$ cat src/rtl/pea_loader.sv
// PE-array loader: streams source words round-robin into NUM_ROW row buffers (word k -> row k%NUM_ROW, addr k/NUM_ROW).
// Latency: one cycle from s_valid&s_ready to the wr_en strobe; load_done coincides with the final write.
// Backpressure: s_ready drops combinationally while the target row is busy/full or the RAMs are in reset. Optional stall counter via PEA_LOADER_STALL_CNT_EN.
module pea_loader #(
    parameter int DATA_WIDTH  = 16,
    parameter int NUM_ROW     = 7,
    parameter int BUFFER_SIZE = 512,
    parameter int AW          = $clog2(BUFFER_SIZE),
    parameter int LW          = $clog2(NUM_ROW*BUFFER_SIZE)+1
) (
    input  logic                  clk,
    input  logic                  rstn,
    input  logic                  load_ifmap,
    input  logic                  load_fltr,
    input  logic                  load_psum,
    input  logic [LW-1:0]         ifmap_len,
    input  logic [LW-1:0]         fltr_len,
    input  logic [LW-1:0]         psum_len,
    input  logic                  ram_rst_busy,
    input  logic [NUM_ROW-1:0]    ram_load_busy,
    input  logic [NUM_ROW-1:0]    full,
    input  logic [DATA_WIDTH-1:0] s_data,
    input  logic                  s_valid,
    output logic                  s_ready,
    output logic [NUM_ROW-1:0]    wr_en,
    output logic [DATA_WIDTH-1:0] wr_data,
    output logic [AW-1:0]         wr_addr,
    output logic [1:0]            wr_sel,
    output logic                  load_done,
`ifdef PEA_LOADER_STALL_CNT_EN
    output logic [15:0]           stall_cnt,
`endif
    output logic                  cmd_err
);

    localparam int RW = (NUM_ROW > 1) ? $clog2(NUM_ROW) : 1;
    localparam logic [LW-1:0] MAX_LEN = LW'(NUM_ROW*BUFFER_SIZE);

    localparam logic [1:0] ST_IDLE = 2'd0;
    localparam logic [1:0] ST_LOAD = 2'd1;
    localparam logic [1:0] ST_DONE = 2'd2;

    logic [1:0]    state;
    logic [1:0]    typ;
    logic [LW-1:0] len_q;
    logic [LW-1:0] cnt;
    logic [RW-1:0] row;
    logic [AW-1:0] addr;

    logic [1:0]    req_type;
    logic [LW-1:0] req_len;
    logic          req_any;
    logic          multi_req;
    logic          start;
    logic          len_bad;
    logic          go_load;
    logic          typ_req;
    logic          row_stall;
    logic          xfer;
    logic          last;

    always_comb begin
        req_type = 2'd2;
        req_len  = psum_len;
        if (load_ifmap) begin
            req_type = 2'd0;
            req_len  = ifmap_len;
        end else if (load_fltr) begin
            req_type = 2'd1;
            req_len  = fltr_len;
        end
    end

    always_comb begin
        case (typ)
            2'd0:    typ_req = load_ifmap;
            2'd1:    typ_req = load_fltr;
            default: typ_req = load_psum;
        endcase
    end

    assign req_any   = load_ifmap | load_fltr | load_psum;
    assign multi_req = (load_ifmap & load_fltr) | (load_ifmap & load_psum) | (load_fltr & load_psum);
    assign start     = (state == ST_IDLE) & ~ram_rst_busy & req_any;
    assign len_bad   = (req_len == '0) | (req_len > MAX_LEN);
    assign go_load   = start & ~len_bad;

    assign row_stall = ram_load_busy[row] | full[row];
    assign s_ready   = (state == ST_LOAD) & ~ram_rst_busy & ~row_stall;
    assign xfer      = s_valid & s_ready;
    assign last      = ((cnt + LW'(1)) == len_q);
    assign load_done = (state == ST_DONE);

    always_ff @(posedge clk or negedge rstn) begin
        if (!rstn) begin
            state   <= ST_IDLE;
            typ     <= 2'd0;
            len_q   <= '0;
            cnt     <= '0;
            row     <= '0;
            addr    <= '0;
            wr_en   <= '0;
            wr_data <= '0;
            wr_addr <= '0;
            wr_sel  <= 2'd0;
            cmd_err <= 1'b0;
        end else begin
            wr_en <= '0;
            case (state)
                ST_IDLE: begin
                    if (start) begin
                        typ   <= req_type;
                        len_q <= req_len;
                        cnt   <= '0;
                        row   <= '0;
                        addr  <= '0;
                        if (multi_req || (req_len > MAX_LEN))
                            cmd_err <= 1'b1;
                        state <= len_bad ? ST_DONE : ST_LOAD;
                    end
                end
                ST_LOAD: begin
                    if (xfer) begin
                        wr_en   <= NUM_ROW'(1) << row;
                        wr_data <= s_data;
                        wr_addr <= addr;
                        wr_sel  <= typ;
                        cnt     <= cnt + LW'(1);
                        if (row == RW'(NUM_ROW-1)) begin
                            row  <= '0;
                            addr <= addr + AW'(1);
                        end else begin
                            row <= row + RW'(1);
                        end
                    end
                    // RAM reset wins over everything; a dropped request is a protocol error.
                    if (ram_rst_busy) begin
                        state <= ST_IDLE;
                    end else if (!typ_req) begin
                        state   <= ST_IDLE;
                        cmd_err <= 1'b1;
                    end else if (xfer && last) begin
                        state <= ST_DONE;
                    end
                end
                ST_DONE: state <= ST_IDLE;
                default: state <= ST_IDLE;
            endcase
        end
    end

`ifdef PEA_LOADER_STALL_CNT_EN
    always_ff @(posedge clk or negedge rstn) begin
        if (!rstn) begin
            stall_cnt <= 16'd0;
        end else if (go_load) begin
            stall_cnt <= 16'd0;
        end else if ((state == ST_LOAD) && s_valid && !s_ready && (stall_cnt != 16'hFFFF)) begin
            stall_cnt <= stall_cnt + 16'd1;
        end
    end
`endif

endmodule
$ cat config.mk
export PLATFORM = sky130hd
export DESIGN_NAME = pea_loader
export DESIGN_NICKNAME = d
export VERILOG_FILES = /design/src/rtl/pea_loader.sv
export SDC_FILE = /design/constraint.sdc
export NUM_CORES = 1
export LEC_CHECK = 0
export BUFFER_PORTS_ARGS = -buffer_cell sky130_fd_sc_hd__buf_4
export CAP_MARGIN = 20
export CORE_ASPECT_RATIO = 1.4
export CORE_MARGIN = 1.5
export CORE_UTILIZATION = 57
export DETAILED_ROUTE_END_ITERATION = 12
export MAX_ROUTING_LAYER = met4
export PLACE_DENSITY = 0.83
export SLEW_MARGIN = 0
export SYNTH_ARGS = -nofsm -noshare
export SYNTH_HDL_FRONTEND = slang
export SYNTH_SLANG_ARGS = --single-unit
export TNS_END_PERCENT = 50
$ cat constraint.sdc
create_clock -name clk -period 4.3 [get_ports clk]
set_clock_uncertainty 0.2 [all_clocks]
set_input_delay 0.86 -clock clk [delete_from_list [all_inputs] [get_ports clk]]
set_output_delay 0.86 -clock clk [all_outputs]
set_load 0.1 [all_outputs]
### Word-level counts from Yosys, hierarchy flattened

Cells that the tools add are included.
W data, S select, Z words.

| cells by class | value |
|---|---|
| add/sub/neg operators | 3 |
| $mul | 0 |
| div/mod/pow operators | 0 |
| order comparisons | 2 |
| equal/unequal tests | 12 |
| shift operators | 1 |
| muxes and demuxes | 33 |
| bitwise gates (word level) | 16 |
| reduce and logical (&&, ||, !) cells | 12 |

Operators by type and width:

| kind | count |
|---|---|
| $mux W13 | 4 |
| $mux W9 | 3 |
| $pmux W13 S2 | 1 |
| $pmux W9 S2 | 1 |
| $mux W2 | 7 |
| $mux W7 | 2 |
| $add A13 B1 Y13 const B | 1 |
| $eq A13 B13 Y1 | 1 |
| $gt A13 B12 Y1 const B | 1 |
| $logic_not A13 Y1 | 1 |
| $add A9 B1 Y9 const B | 1 |
| $mux W3 | 3 |
| $and A1 B1 Y1 | 8 |
| $ne A2 B2 Y1 const B | 4 |
| $shl A1 B3 Y7 const A | 1 |
| $bmux W1 S3 | 2 |
| $mux W1 | 6 |
| $or A1 B1 Y1 | 6 |
| $pmux W3 S2 | 1 |
| $reduce_and A2 Y1 | 3 |
| $reduce_and A5 Y1 | 1 |
| $eq A2 B1 Y1 const B | 2 |
| $logic_not A2 Y1 | 2 |
| $lt A3 B4 Y1 const B | 1 |
| 13 further kinds | 16 |

| storage, ports and cells | value |
|---|---|
| register bits after elaboration | 77 |
| bits in latches | 0 |
| memory bits (writable) | 0 |
| ROM bits | 0 |
| bits of input ports | 76 |
| output and inout port bits | 37 |
| logic and storage cells | 90 |
| memories kept | 0 |

### Longest topological paths before layout

| logic depth | value |
|---|---|
| depth after elaboration | 11 |
| depth in mapped cells | 9 |
| gate-level depth less buffers | 8 |

### Worst setup path after synthesis

No wires, ideal clock.

| path | value |
|---|---|
| path kind | input to output |
| from | input port ram_rst_busy |
| to | output port s_ready |
| arrival | 2.862 ns |
| data required time | 3.240 ns |
| setup slack | 0.378 ns |
| stages on the path | 4 |
| path buffers | 0 |
| path through | nor3b_2 -> o21ai_1 -> or3_1 -> nor2_1 |

| on the way | value |
|---|---|
| longest elaborated chain between the ends | 3 |

Ends and longest elaborated chain:

| item | line | RTL |
|---|---|---|
| start: declaration | 19 | `input logic ram_rst_busy,` |
| $not A1 Y1 | 89 | `assign s_ready = (state == ST_LOAD) & ~ram_rst_busy & ~row_stall;` |
| $and A1 B1 Y1 (2 in series) | 89 |  |
| end: declaration | 24 | `output logic s_ready,` |

No other way between the ends.

### Final worst setup path

Ends and elaborated chain as after synthesis.

==> metrics <==
outcome complete, no violations; Fin Setup TNS 0 ns; DRC 0; Final Instance Area 5130 um2; WL/cell 13.9 um; clock network latency to the later pin of the worst-skew pair 0.35 ns; Max Cap Viol 0; kind of critical path input pin to output pin; DP HPWL 6710 um; Cell Area, Synth 4040 um2; #FFs+latches synth 77; total number of vias 3564; Chip Width 74.2 um; classification of the worst-slack hold path flip-flop to flip-flop; commonest non-fill, non-tap cell in the layout buf_4; Avg Cell Area, Syn 9.07 um2; cts bufs inserted 9; CP endpoint kind output pin; min Tclk post-route 3.42 ns; total gr overflow 0; Finish-stage setup viols 0; Tightest Pin Transition 0.934 ns; critical path launch point type input pin; Max-slew headroom 37.7%; LEAKAGE 2.57 nW; Seq/Total Area, Yosys 47.6%; largest net degree at the start of global routing 78; Final Cycle Share 79.5%; number of global-route vias before repair 3276; Non-Filler Instances 651; ys flop type dfrtp_1; final hold vios 0; TritonCTS clock tree built; nets@finish 630; asr flop ratio synth 100%; first-pass GRT wire length 14600 um; # rows 36; IO Pins 113; Core ar. 6940 um2; CTS Sinks 77; fill count 563; final hold slack 0.279 ns; Buffers on Ports 112; die area 7620 um2; Hold Buf Count CTS 0; number of vias per cell 5.47; Placed Area 4930 um2; commonest non-fill, non-tap cells in the layout buf_4 (116), nand2_1 (114), dfrtp_1 (77); Die Y 103 um; n_diodes 0; DR iter-0 viols 179; Synth cell types 54; Design Power 2.26 mW; Syn Inst Count 446; antenna violations before repair 0; aggregate routed wire length 9060 um; Worst VDD drop 0.000386 V; layout cells sized above 1 27.9%; Inst Count DP 635; Worst-path clk slew 0.07 ns; RSZ-0062 raised after global routing no; length of the first detailed-routing pass in iterations 5; Clock Tree Buf Depth 2; Max Slew Vio Count 0; Global Route Usage Sum 25.8%; Power per Cell Area 441 nW/um2; post_cts resized 0; FMAX 0.292 GHz; Synthesized Nets 525; EDFF count, synth 0; H-tree Lvls 3; initial core utilization 58.3%; critical path arrival 2.36 ns; gp weighted congestion 0.864; Synth Warn # 0; area grow syn2layout 26.9%; Clock Tree Root clkbuf_8; CP required 3.24 ns; Routed Antenna Nets 0; Worst Path Max Fanout 3; Post-CTS Setup Bufs 0
==> path summary, 6_finish.rpt <==
| path | start | endpoint | slack (ns) | cells after the start |
|---|---|---|---|---|
| max | ram_rst_busy | s_ready | 0.88 | 6 |
| min | wr_sel[1]$_DFFE_PN0P_ | wr_sel[1]$_DFFE_PN0P_ | 0.28 | 2 |
| max in group asynchronous | rstn | cnt[11]$_DFFE_PN0P_ | 2.86 | 1 |
| max reg2reg | row[0]$_DFFE_PN0P_ | cnt[10]$_DFFE_PN0P_ | 1.22 | 8 |
| min in group asynchronous | rstn | wr_en[5]$_DFF_PN0_ | 0.44 | 1 |
| min reg2reg | wr_sel[1]$_DFFE_PN0P_ | wr_sel[1]$_DFFE_PN0P_ | 0.28 | 2 |
==> layout make-up <==
| class | instances | area [um2] | area share, % |
|---|---|---|---|
| clock buffers | 10 | 138 | 2.68 |
| clock inverters | 6 | 61.3 | 1.20 |
| well taps | 95 | 119 | 2.32 |
| repair buffers | 116 | 871 | 17.0 |
| flip-flops and latches | 77 | 1930 | 37.6 |
| inverters | 6 | 22.5 | 0.439 |
| multi-input cells | 341 | 1990 | 38.8 |
==> worst max-delay path: stages <==
cell and delay (ns):
buf_4 0.12, nor3b_2 0.33, o21ai_1 0.16, or3_1 0.43, nor2_1 0.15, buf_4 0.30
==> synth_stat cells (3+ instances only) <==
cell / count / area (um2)
nand4_1: 3 / 18.8
mux2i_1: 15 / 150
nor3_1: 9 / 45.0
o21ai_1: 17 / 85.1
or3_1: 4 / 25.0
buf_2: 9 / 45.0
nor4_1: 4 / 25.0
xor2_1: 8 / 70.1
dfrtp_1: 77 / 1930
nand3b_1: 3 / 22.5
nand3_1: 10 / 50.1
o31ai_1: 7 / 52.6
nor3_2: 3 / 30.0
and3_1: 10 / 62.6
nand2_1: 115 / 432
clkbuf_1: 11 / 41.3
o21ai_0: 21 / 105
mux2_2: 10 / 113
nor2_1: 29 / 109
inv_1: 5 / 18.8
o22ai_1: 3 / 18.8
xnor2_1: 12 / 105
a21oi_1: 13 / 65.1
ha_1: 3 / 37.5
or4_1: 3 / 22.5
nand2b_1: 5 / 31.3
==> metrics by stage <==
| step | setup WS (ns) | util (%) |
|---|---|---|
| 2_1_floorplan | 0.378 | - |
| 3_3_place_gp | 0.929 | 71.1 |
| 3_5_place_dp | 0.868 | 71.1 |
| 4_1_cts | 0.897 | 74.0 |
| 5_1_grt | 0.782 | 74.0 |
| 6_report | 0.881 | 74.0 |
==> logic make-up (layout without fill, tap and decap cells) <==
logic type      after synthesis  after routing  synth area share [%]
xor+xnor                     20             20                  4.33
flops                        77             77                  47.6
mux                          25             25                  6.50
simple gates                215            215                  25.8
fa+ha+maj                     4              4                  1.18
compound gates               77             77                  11.4
buf+inv                      28            138                  3.16
==> metal layers <==
metal	wire length [um]	share of wire, %	GRT usage [%]
met1	3770	42	30.0
met2	4490	50	42.0
met3	515	5.7	6.06
met4	278	3.1	11.8
met5	0	0	-
==> registers in the layout, indices dropped and copies added (netlist names) <==
| name | count |
|---|---|
| row | 3 |
| addr | 9 |
| wr_data | 16 |
| len_q | 13 |
| cnt | 13 |
| wr_en | 7 |
| wr_addr | 9 |
| wr_sel | 2 |
| state | 2 |
| typ | 2 |
| cmd_err | 1 |
==> where the power goes <==
part | switching, mW | internal, mW | total [mW]
logic | 0.609 | 0.216 | 0.825
clock network | 0.262 | 0.283 | 0.545
registers | 0.0714 | 0.819 | 0.890
Note: power is estimated with default switching activity, not from simulation.
